`src/rtl/regfile_dump_reader.sv`:
```
`default_nettype none
// ============================================================================
// Module   : regfile_dump_reader
// Purpose  : Walks registers FIRST_REG..LAST_REG through one read port and
//            streams (index, data) snapshots over a valid/ready handshake.
// Revision : 1.0 - initial release
// ============================================================================
module regfile_dump_reader #(
  parameter int DATA_W    = 32,
  parameter int ADDR_W    = 5,
  parameter int FIRST_REG = 0,
  parameter int LAST_REG  = 31
) (
  input  logic              clk,
  input  logic              rst,
  input  logic              start,
  input  logic              abort,
  output logic              busy,
  output logic              done,
  output logic [ADDR_W-1:0] rf_read_addr,
  input  logic [DATA_W-1:0] rf_read_data,
  output logic              out_valid,
  input  logic              out_ready,
  output logic [ADDR_W-1:0] out_index,
  output logic [DATA_W-1:0] out_data
);

  localparam logic [ADDR_W-1:0] C_FIRST_IDX = ADDR_W'(FIRST_REG);
  localparam logic [ADDR_W-1:0] C_LAST_IDX  = ADDR_W'(LAST_REG);

  typedef enum logic [1:0] {
    S_IDLE = 2'd0,
    S_READ = 2'd1,
    S_HOLD = 2'd2,
    S_FIN  = 2'd3
  } state_t;

  state_t            state_q;
  logic [ADDR_W-1:0] cnt_q;
  logic [ADDR_W-1:0] rd_addr_q;
  logic [ADDR_W-1:0] out_index_q;
  logic [DATA_W-1:0] out_data_q;
  logic              out_valid_q;
  logic              busy_q;
  logic              done_q;

  logic [ADDR_W-1:0] cnt_d;
  logic              last_d;
  logic              xfer_d;

  assign cnt_d  = cnt_q + ADDR_W'(1);
  assign last_d = (cnt_q == C_LAST_IDX);
  assign xfer_d = out_valid_q & out_ready;

  always_ff @(posedge clk or posedge rst) begin
    if (rst) begin
      state_q     <= S_IDLE;
      cnt_q       <= C_FIRST_IDX;
      rd_addr_q   <= '0;
      out_index_q <= '0;
      out_data_q  <= '0;
      out_valid_q <= 1'b0;
      busy_q      <= 1'b0;
      done_q      <= 1'b0;
    end else begin
      done_q <= 1'b0;
      case (state_q)
        S_IDLE: begin
          // abort takes priority over a simultaneous start
          if (start && !abort) begin
            state_q   <= S_READ;
            busy_q    <= 1'b1;
            cnt_q     <= C_FIRST_IDX;
            rd_addr_q <= C_FIRST_IDX;
          end
        end
        S_READ: begin
          if (abort) begin
            state_q   <= S_IDLE;
            busy_q    <= 1'b0;
            cnt_q     <= C_FIRST_IDX;
            rd_addr_q <= '0;
          end else begin
            out_data_q  <= rf_read_data;
            out_index_q <= cnt_q;
            out_valid_q <= 1'b1;
            rd_addr_q   <= '0;
            state_q     <= S_HOLD;
          end
        end
        S_HOLD: begin
          if (abort) begin
            state_q     <= S_IDLE;
            busy_q      <= 1'b0;
            out_valid_q <= 1'b0;
            cnt_q       <= C_FIRST_IDX;
          end else if (xfer_d) begin
            out_valid_q <= 1'b0;
            // LAST_REG is terminal, so the counter never wraps
            if (last_d) begin
              state_q <= S_FIN;
              done_q  <= 1'b1;
            end else begin
              cnt_q     <= cnt_d;
              rd_addr_q <= cnt_d;
              state_q   <= S_READ;
            end
          end
        end
        S_FIN: begin
          state_q <= S_IDLE;
          busy_q  <= 1'b0;
          cnt_q   <= C_FIRST_IDX;
        end
        default: begin
          state_q     <= S_IDLE;
          busy_q      <= 1'b0;
          out_valid_q <= 1'b0;
          cnt_q       <= C_FIRST_IDX;
          rd_addr_q   <= '0;
        end
      endcase
    end
  end

  assign busy         = busy_q;
  assign done         = done_q;
  assign rf_read_addr = rd_addr_q;
  assign out_valid    = out_valid_q;
  assign out_index    = out_index_q;
  assign out_data     = out_data_q;

endmodule
`default_nettype wire

```
`config.mk`:
```
export PLATFORM = sky130hd
export DESIGN_NAME = regfile_dump_reader
export DESIGN_NICKNAME = d
export VERILOG_FILES = /design/src/rtl/regfile_dump_reader.sv
export SDC_FILE = /design/constraint.sdc
export NUM_CORES = 1
export LEC_CHECK = 0
export ABC_AREA = 1
export BUFFER_PORTS_ARGS = -buffer_cell sky130_fd_sc_hd__buf_4
export CORE_AREA = 10 10 77 79
export CTS_CLUSTER_DIAMETER = 30
export CTS_CLUSTER_SIZE = 10
export DETAILED_ROUTE_END_ITERATION = 6
export DIE_AREA = 0 0 87 89
export GPL_TIMING_DRIVEN = 0
export PLACE_DENSITY = 0.85
export SYNTH_ARGS = -nofsm -noshare
export SYNTH_HDL_FRONTEND = slang
export SYNTH_SLANG_ARGS = --single-unit
```
`constraint.sdc`:
```
create_clock -name clk -period 3.6 [get_ports clk]
set_input_delay 0.72 -clock clk [delete_from_list [all_inputs] [get_ports clk]]
set_output_delay 0.72 -clock clk [all_outputs]
set_load 0.01 [all_outputs]
```
[Word level (Yosys, flattened, before mapping)]
Index checks and enable logic that the tools add are counted.
Word-level totals
  output and inout port bits: 45
  register bits: 52
  word-level logic and storage cells: 61
  bits of input ports: 37
Operators by class
  muxes and demuxes: 25
  equality and inequality tests: 13
  bitwise gates (word level): 2
  reductions and logical operators: 12
  $add $sub $neg: 1
Operators with widths (count)
  5-bit 2-to-1 mux: 6
  5-bit one-hot mux with 4 select lines: 1
  5-bit one-hot mux with 3 select lines: 1
  2-bit inequality test (second input constant): 6
  2-bit 2-to-1 mux: 5
  1-bit 2-to-1 mux: 9
  2-bit one-hot mux with 4 select lines: 1
  3-bit inequality test (second input constant): 2
  2-bit AND reduction: 3
  5-bit by 1-bit adder with 5-bit output (second input constant): 1
  5-bit equality test (second input constant): 1
  5-bit AND reduction: 1
  2-bit equality test (second input constant): 2
  4-bit AND reduction: 1
  1-bit one-hot mux with 3 select lines: 1
  3-bit AND reduction: 1
  3-bit nonzero test: 1
  2-bit by 1-bit equality test with 1-bit output (second input constant): 1
  2-bit zero test: 1
  2-bit by 1-bit inequality test with 1-bit output (second input constant): 1
  1-bit one-hot mux with 2 select lines: 1
  2-bit nonzero test: 1
  2-bit OR reduction: 1
  1-bit bitwise AND: 1
  3 further kinds: 3

[Depth between registers and ports, before layout]
Gate-level depths: netlist (run 1).
  word-level depth: 5
  gate-level depth with buffers: 10
  depth with buffers taken out: 10

[Least setup slack after synthesis (run 1)]
OpenSTA, ideal clock, no wires.
  kind: register to register
  from: reg cnt_q[0]
  to: reg rd_addr_q[0] (netlist: rf_read_addr[0])
  period minus slack after synthesis: 1.490 ns
  required time: 3.484 ns
  arrival: 1.373 ns
  setup time: 0.116 ns
  buffers on the path: 0
  setup slack: 2.110 ns
  cell stages (with the launch flop): 11
  cells stage by stage: dfrtp_1 -> ha_1 -> nand2_1 -> nor2_1 -> ha_1 -> nor2_1 -> nand2_1 -> nand2_1 -> nand3_1 -> nand2_1 -> nand2_1
On the way
  word-level cells in the longest chain between the ends: 5
  elaborated cells between the ends (all ways): 8
  those cells by class: add/sub (1); eq/ne (2); mux (4); reduce/logical (1)
Ends and longest elaborated chain
  from (decl): RTL line 39  | logic [ADDR_W-1:0] cnt_q;
  from (signal assigned): RTL line 104  | cnt_q <= cnt_d;
  5-bit by 1-bit adder with 5-bit output: RTL line 51  | assign cnt_d = cnt_q + ADDR_W'(1);
  5-bit 2-to-1 mux: RTL line 100  | if (last_d) begin
  5-bit 2-to-1 mux: RTL line 97  | end else if (xfer_d) begin
  5-bit 2-to-1 mux: RTL line 92  | if (abort) begin
  5-bit one-hot mux with 3 select lines: RTL line 67  | case (state_q)
  to (signal assigned): RTL line 105  | rd_addr_q <= cnt_d;
  to (decl): RTL line 40  | logic [ADDR_W-1:0] rd_addr_q;
Several ways; a longest one is shown, not always the timed one. The select of a mux whose other input is x is not followed.
A chain may end at the register's enable or synchronous reset.

[Worst setup path after layout (run 1)]
  from: reg cnt_q[0]
  to: reg rd_addr_q[1] (netlist: rf_read_addr[1])
The elaborated chain is that of the path after synthesis.

==> results_dict.tcl, run 1 <==
set metrics [dict create \
    status "finished, final reports clean" \
    cts_max_path_buffers 2 \
    fin_worst_skew_ns 0.00676 \
    h-tree-depth 2 \
    drt_first_pass_iters 4 \
    synth_enable_flop_cells 0 \
    synth_area_leaders "dfrtp_1, nand2_1, ha_1" \
    syn_nets 311 \
    ioPinCount 82 \
    swShare_pct 38.2 \
    synth_compound_area_share_pct 2.61 \
    arrival_ns 1.89 \
    start_util_pct 49.6 \
    synth.ff_latch_count 52 \
    endpoint "rf_read_addr[1]" \
    root_buffer "clkbuf_8" \
    ctsResizeCount 0 \
    synthMuxAreaShare_pct 0 \
    clkPwrFrac_pct 15.1 \
    cp_max_fo 6 \
    placed_area_sq_um 2950 \
    grt_usage_pct 14.2 \
    crit_top_cell "nand2_1" \
    p_switching_mw 0.853 \
    wl_per_cell_um 13.2 \
    worstSetupEndpointType "flop" \
    report.final.slew_viol_count 0 \
    fill_cells 396 \
    drtAntennaViolNets 0 \
    hold_buffers 0 \
    crit_slowest_cell "dfrtp_1" \
    drive_gt1_share_pct 30.5 \
    syn_area_per_cell_sq_um 8.43 \
    pwr-share-comb_pct 44.8 \
    grt-ovfl-total 0 \
    ir_drop_mv 0.350 \
    antenna_cells 0 \
    grt_max_degree 35 \
    rows 25 \
    coreArea_sq_um 4540 \
    grt_pass1_wl_mm 8.83 \
    yosysTopAreaCell "dfrtp_1" \
    worstReg2RegEnd "rf_read_addr[1]" \
    yosysSeqAreaShare_pct 57.8 \
    reg2reg_from "cnt_q[0]" \
    yosysMostFrequentCell "nand2_1" \
    setup_violations 0 \
    critPathLaunch "cnt_q[0]" \
    synth_area_sq_um 2250 \
    clk_pin_slew_worst_paths_ns 0.09 \
    first_iter_violations 84 \
    final.period_utilization_pct 47.1 \
    tritoncts "yes" \
    synth_commonest_cells "nand2_1, dfrtp_1, inv_1" \
    maxCapViolations 0 \
    cp_cell_sequence "ha_1 > nand2_1 > nor2_1 > ha_1 > nor2_1 > nand2_1 > nand2_1 > nand3_1 > nand2_1 > nand2_1" \
    synth_xor_xnor_area_share_pct 0 \
    post-cts-setup-buffers 0 \
    cts_buffers 5 \
    hold_viol_final 0 \
    synth_top_family_by_area "simple AND/OR/NAND/NOR gates" \
    cts_num_sinks 52 \
    yosys.area_share.simple_pct 30.8 \
    final_cell_area_sq_um 3040 \
    path_delay_family "simple AND/OR/NAND/NOR gates" \
    setup_tns_ns 0 \
    die_x_um 87 \
    worstSetupPathType "reg -> reg" \
    synthFlopType "dfrtp_1" \
    yosysTopAreaCellShare_pct 57.8 \
    hold_path.class "in -> async" \
    antenna_found_initial 0 \
    grt_pass1_vias 1952 \
    synth_cells 267 \
    areaGrowthSynthToFinish_pct 35.1 \
    port_buffers 81 \
    max_freq_mhz 590 \
    async_flop_share_pct 100 \
    via_count 1922 \
    p_total_mw 2.23 \
    rsz0062_at_grt "no" \
    path_buf_inv 0 \
    reg2reg_slack_ns 1.90 \
    slew_headroom_pct 72.6 \
    power_frac_seq_pct 40.1 \
    die_y_um 89 \
    start_kind "flop" \
    worstMarginPinSlew_ns 0.410 \
    num-nets-final 400 \
    clk_latency_ns 0.30 \
    p_int_mw 1.38 \
    ys_warn_count 0 \
    synth.distinct_cells 19 \
    fin_crit_ns 1.70 \
    die_area_sq_um 7740 \
    rr_worst_depth 10 \
    viasPerCell 4.68 \
    dp.final_hpwl_mm 4.20 \
    drc 0 \
    yosys.area_share.adder_pct 3.89 \
    cp.required_ns 3.79 \
    powerDensity_nw_per_um2 735 \
    routed_wirelength_mm 5.42 \
    globalplace.congestion 0.848 \
    worstSetupPathDepth 10 \
    p_leak_nw 1.76 \
    critical_path.max_stage_delay_ns 0.45 \
]
metrics by stage:
stage	worst slack (ns)	utilization (%)	cells	hold WS [ns]
2_1_floorplan	1.62	-	267	0.470
3_3_place_gp	0.998	64.5	402	0.462
3_5_place_dp	1.93	64.9	403	0.466
4_1_cts	1.90	67.0	411	0.409
5_1_grt	1.70	67.0	411	0.423
6_report	1.90	67.0	411	0.405
power by group through the flow:
| stage | clock [mW] | sequential (mW) | combinational (mW) |
|---|---|---|---|
| 3_3_place_gp | 0 | 0.899 | 0.981 |
| 3_5_place_dp | 0 | 0.907 | 1.02 |
| 4_1_cts | 0.357 | 0.898 | 1.02 |
| 2_1_floorplan | 0 | 0.991 | 0.460 |
| 6_report | 0.338 | 0.896 | 1.00 |
| 5_1_grt | 0.381 | 0.924 | 1.13 |
layer usage:
metal,up-vias,share of wire (%),track usage [%]
met5,-,0,0
met4,0,1.8,5.89
met3,8,7.9,4.83
met2,59,49,24.5
met1,866,41,15.6
li1,989,-,-
registers in the layout (all words and copies together) (netlist names):
| signal | count |
|---|---|
| out_data | 32 |
| cnt_q | 5 |
| out_index | 5 |
| rf_read_addr | 5 |
| state_q | 2 |
| busy | 1 |
| done | 1 |
| out_valid | 1 |
layout by cell type (no fill, tap or decap), drive strengths merged:
cell type  instances
nand2            150
buf               90
dfrtp             52
inv               18
nor2               9
o21ai              9
nand3              8
ha                 7
clkbuf             7
nor3               2
nand4              2
a21oi              2
clkinvlp           1
how the worst min path moves through the flow:
stage,startpoint,end,cells past startpoint
floorplan,cnt_q[4],out_index[4],2
global placement,out_data[15],out_data[15],2
detailed placement,out_data[4],out_data[4],2
CTS,rst,out_data[24],2
global route,rst,out_data[25],2
finish,rst,out_data[25],2
cells by family (layout without fill, tap and decap cells):
group,Yosys count,in the layout
simple gates,171,171
fa+ha+maj,7,7
compound gates,11,11
buf+inv,26,116
flops,52,52
worst register-to-register path, stage by stage (launching register included):
cell	delay [ns]
dfrtp_1	0.45
ha_1	0.23
nand2_1	0.08
nor2_1	0.05
ha_1	0.21
nor2_1	0.11
nand2_1	0.09
nand2_1	0.06
nand3_1	0.15
nand2_1	0.10
nand2_1	0.06
layout make-up:
| class | count | area, sq um | area share (%) |
|---|---|---|---|
| sequential | 52 | 1300 | 42.8 |
| multi-input combinational | 189 | 838 | 27.6 |
| clock inverter | 1 | 7.51 | 0.247 |
| buffer | 8 | 40.0 | 1.32 |
| inverter | 18 | 70.1 | 2.31 |
| timing repair buffer | 82 | 628 | 20.7 |
| clock buffer | 7 | 86.3 | 2.84 |
| tap | 54 | 67.6 | 2.22 |
Note: power is estimated with default switching activity, not from simulation.
==> run 2: changes to the inputs <==
Settings changed: CORE_AREA 10 10 77 79 to 10 10 79 81, DIE_AREA 0 0 87 89 to 0 0 89 91, PLACE_DENSITY 0.85 to 0.81.
Clock period 3.6 ns to 1.7 ns, I/O delays scaled along.
==> run 2 against run 1 <==
Highest routed layer unchanged. Combinational power rose by 120%. Non-clock buffer count grew 1. Register-to-register slack got worse by 1.9 ns. Critical path depth unchanged. Largest power group unchanged.
==> results_dict.tcl, run 2 (synthesis gave the netlist of run 1 again) <==
set metrics [dict create \
    powerDensity_nw_per_um2 1600 \
    max_freq_mhz 603 \
    drt_first_pass_iters 4 \
    coreArea_sq_um 4660 \
    grt_pass1_wl_mm 9.05 \
    hold_path.class "in -> async" \
    worstMarginPinSlew_ns 0.432 \
    die_area_sq_um 8100 \
    mostFrequentLayoutCells "nand2_1, buf_4, dfrtp_1" \
    critical_path.max_stage_delay_ns 0.45 \
    via_count 1921 \
    antenna_cells 0 \
    cts_num_sinks 52 \
    grt_max_degree 35 \
    globalplace.congestion 0.814 \
    pre_cts_slack_ns 0.0172 \
    cp.required_ns 1.89 \
    viasPerCell 4.66 \
    path_delay_family "simple AND/OR/NAND/NOR gates" \
    fin_crit_ns 1.66 \
    ioPinCount 82 \
    maxCapViolations 0 \
    h-tree-depth 2 \
    slew_headroom_pct 71.1 \
    wl_per_cell_um 13.4 \
    arrival_ns 1.85 \
    clk_pin_slew_worst_paths_ns 0.09 \
    status "finished, final reports clean" \
    die_x_um 89 \
    layout_commonest_cell "nand2_1" \
    tritoncts "yes" \
    utilization_pct 66.8 \
    worstSetupEndpointType "flop" \
    path_buf_inv 0 \
    ir_drop_mv 0.708 \
    port_buffers 81 \
    root_buffer "clkbuf_8" \
    first_iter_violations 50 \
    largest_reg_flops 32 \
    drtAntennaViolNets 0 \
    crit_slowest_cell "dfrtp_2" \
    cts_max_path_buffers 2 \
    rows 25 \
    cts_buffers 5 \
    die_y_um 91 \
    routed_wirelength_mm 5.54 \
    clk_latency_ns 0.29 \
    setup_violations 0 \
    final.period_utilization_pct 97.5 \
    cp_max_fo 5 \
    drive_gt1_share_pct 33.0 \
    p_leak_nw 1.79 \
    grt_usage_pct 13.7 \
    start_kind "flop" \
    drc 0 \
    hold_viol_final 0 \
    worstSetupPathType "reg -> reg" \
    areaGrowthSynthToFinish_pct 38.3 \
    antenna_found_initial 0 \
    grt_pass1_vias 1933 \
    start_util_pct 48.3 \
    report.final.slew_viol_count 0 \
    setup_slack_ns 0.0429 \
    num-nets-final 401 \
    fin_worst_skew_ns 0.00609 \
    crit_top_cell "nand2_1" \
    dp.final_hpwl_mm 4.25 \
    cp_cell_sequence "ha_2 > nand2_1 > nor2_1 > ha_1 > nor2_1 > nand2_2 > nand2_2 > nand3_4 > nand2_1 > nand2_1" \
    grt-ovfl-total 0 \
]
[run 2: metal layers]
layer | part of all wire, % | global-route usage (%) | vias to the layer above
met5 | 0 | 0 | -
met4 | 0.43 | 3.71 | 0
met3 | 9.0 | 5.09 | 4
met2 | 48 | 21.8 | 58
met1 | 43 | 17.0 | 864
li1 | - | - | 995
[run 2: path summary, 6_finish.rpt]
kind	start	end	slack, ns	cells past startpoint
max	cnt_q[1]	rf_read_addr[1]	0.04	10
min	rst	out_data[19]	0.04	2
max reg2reg	cnt_q[1]	rf_read_addr[1]	0.04	10
min reg2reg	out_data[1]	out_data[1]	0.49	2
max in group asynchronous	rst	cnt_q[1]	1.13	3
min in group clk	rf_read_data[22]	out_data[22]	0.23	3
[run 2: repair_timing]
item | CTS | global route
setup endpoints to repair | 5 | 7
resized for setup | 2 | 7
setup buffers | 0 | 1
cloned | 0 | 0
hold buffers | 0 | 0
pin swaps | 0 | 2
[run 2: final cells by class]
| class | count | area (sq um) |
|---|---|---|
| plain buffers | 8 | 40.0 |
| flip-flops and latches | 52 | 1300 |
| clock buffers | 7 | 96.3 |
| inverters | 18 | 70.1 |
| clock inverters | 1 | 30.0 |
| well taps | 54 | 67.6 |
| repair buffers | 83 | 636 |
| fillers | 399 | 1550 |
| multi-input cells | 189 | 868 |
[run 2: report_power, final]
part	total (mW)	internal (mW)	switching [mW]	leakage, nW
Combinational	2.17	0.960	1.21	1.06
Sequential	1.90	1.67	0.233	0.666
Clock	0.901	0.519	0.381	0.0645
Total	4.98	3.15	1.83	1.79
[run 2: per-stage QoR]
| stage | total power [mW] | TNS, ns | hold slack [ns] | instance area (sq um) | std cells |
|---|---|---|---|---|---|
| floorplan | 3.07 | 0 | 0.450 | 2250 | 267 |
| global placement | 3.99 | -26.49 | 0.463 | 2930 | 402 |
| detailed placement | 4.07 | 0 | 0.372 | 2950 | 403 |
| CTS | 5.00 | 0 | 0.0420 | 3080 | 411 |
| global route | 5.38 | -0.251 | 0.0472 | 3110 | 412 |
| finish | 4.98 | 0 | 0.0385 | 3110 | 412 |
==> run 3: changes to the inputs <==
Settings changed: RECOVER_POWER set to 50.
==> run 3 against run 2 <==
Final cell count stayed put. Setup slack improved by 0.0024 ns. Critical path type unchanged. Global-route usage stayed put.
==> results_dict.tcl, run 3 (synthesis gave the netlist of run 1 again) <==
set metrics [dict create \
    grt_max_degree 35 \
    maxCapViolations 0 \
    clk_pin_slew_worst_paths_ns 0.09 \
    reg2reg_from "cnt_q[1]" \
    grt-ovfl-total 0 \
    drive_gt1_share_pct 26.8 \
    drc 0 \
    instances_no_fill 412 \
    globalplace.congestion 0.814 \
    mostFrequentLayoutCells "nand2_1, buf_4, dfrtp_1" \
    fin_worst_skew_ns 0.00671 \
    start_kind "flop" \
    root_buffer "clkbuf_8" \
    drtAntennaViolNets 0 \
    cp.required_ns 1.89 \
    h-tree-depth 2 \
    slew_headroom_pct 48.7 \
    antenna_found_initial 0 \
    grt_pass1_vias 1933 \
    dpl.cell_count 403 \
    clk_latency_ns 0.29 \
    max_freq_mhz 604 \
    cts_max_path_buffers 2 \
    worstMarginPinSlew_ns 0.769 \
    setup_violations 0 \
    areaGrowthSynthToFinish_pct 34.8 \
    worstSetupEndpointType "flop" \
    via_count 1925 \
    antenna_cells 0 \
    multi_input_area_sq_um 868 \
    ff_latch_area_sq_um 1300 \
    setup_slack_ns 0.0454 \
    crit_top_cell "nand2_1" \
    tritoncts "yes" \
    crit_slowest_cell "dfrtp_2" \
    cp_max_fo 5 \
    fin_crit_ns 1.65 \
    rr_worst_depth 10 \
    die_area_sq_um 8100 \
    viasPerCell 4.67 \
    placed_area_sq_um 2950 \
    cp_cell_sequence "ha_2 > nand2_1 > nor2_1 > ha_1 > nor2_1 > nand2_2 > nand2_2 > nand3_4 > nand2_1 > nand2_1" \
    fill_cells 425 \
    cts_buffers 5 \
    final.period_utilization_pct 97.3 \
    dp.final_hpwl_mm 4.25 \
    ir_drop_mv 0.704 \
    hold_viol_final 0 \
    powerDensity_nw_per_um2 1590 \
    first_iter_violations 53 \
    largest_reg_flops 32 \
    worstSetupPathType "reg -> reg" \
    layout_commonest_cell "nand2_1" \
    pre_cts_slack_ns 0.0172 \
    ioPinCount 82 \
    start_util_pct 48.3 \
    num-nets-final 401 \
    critical_path.max_stage_delay_ns 0.45 \
    p_leak_nw 1.71 \
    report.final.slew_viol_count 0 \
    status "finished, final reports clean" \
    final_cell_area_sq_um 3030 \
    utilization_pct 65.1 \
    arrival_ns 1.84 \
    rows 25 \
    port_buffers 81 \
    setup_tns_ns 0 \
    grt_pass1_wl_mm 9.05 \
    cts_num_sinks 52 \
    die_y_um 91 \
    reg2reg_slack_ns 0.05 \
    worstReg2RegEnd "rf_read_addr[1]" \
    routed_wirelength_mm 5.58 \
    p_total_mw 4.82 \
    drt_first_pass_iters 4 \
    coreArea_sq_um 4660 \
    wl_per_cell_um 13.5 \
    hold_path.class "in -> async" \
    die_x_um 89 \
    grt_usage_pct 13.7 \
    timing.hold.ws_ns 0.181 \
]
==> run 3: worst max-delay path by stage <==
stage,from,end,slack (ns),cells past startpoint
2_1_floorplan,rst,busy,0.10,1
3_3_place_gp,rst,busy,-0.51,2
3_5_place_dp,cnt_q[0],rf_read_addr[1],0.02,10
4_1_cts,cnt_q[0],rf_read_addr[1],0.03,10
5_1_grt,cnt_q[1],rf_read_addr[1],-0.06,10
6_report,cnt_q[1],rf_read_addr[1],0.05,10
==> run 3: layout make-up <==
cell class                      instances  share of cell area, %
Timing Repair Buffer                   83                   18.4
Clock buffer                            7                   3.18
Buffer                                  8                   1.32
Multi-Input combinational cell        189                   28.6
Clock inverter                          1                  0.990
Sequential cell                        52                   43.0
Inverter                               18                   2.31
Tap cell                               54                   2.23
==> run 3: metal layers <==
metal / up-vias / global-route usage (%) / part of all wire [%]
met5: - / 0 / 0
met4: 0 / 3.71 / 0.43
met3: 4 / 5.09 / 8.9
met2: 61 / 21.8 / 47
met1: 867 / 17.0 / 43
li1: 993 / - / -
==> run 3: report_power, final <==
part	total, mW	internal [mW]	switching (mW)	leakage [nW]
registers	1.90	1.67	0.230	0.666
clock network	0.902	0.519	0.382	0.0645
logic	2.02	0.809	1.21	0.978
total	4.82	3.00	1.83	1.71
==> run 3: worst max-delay path, delay by kind of cell (launching register included) <==
family / cells / cell delay [ns]
and+or+nand+nor: 8 / 0.71
adders and majority gates: 2 / 0.40
DFF: 1 / 0.45
==> run 3: repair_timing <==
| item | 4_1_cts | 5_1_grt |
|---|---|---|
| endpoints found under the setup margin | 5 | 7 |
| setup buffers | 0 | 1 |
| gates cloned | 0 | 0 |
| pin swaps | 0 | 2 |
| hold buffers | 0 | 0 |
| resized for setup | 2 | 7 |
| endpoints found under the hold margin | 0 | 0 |
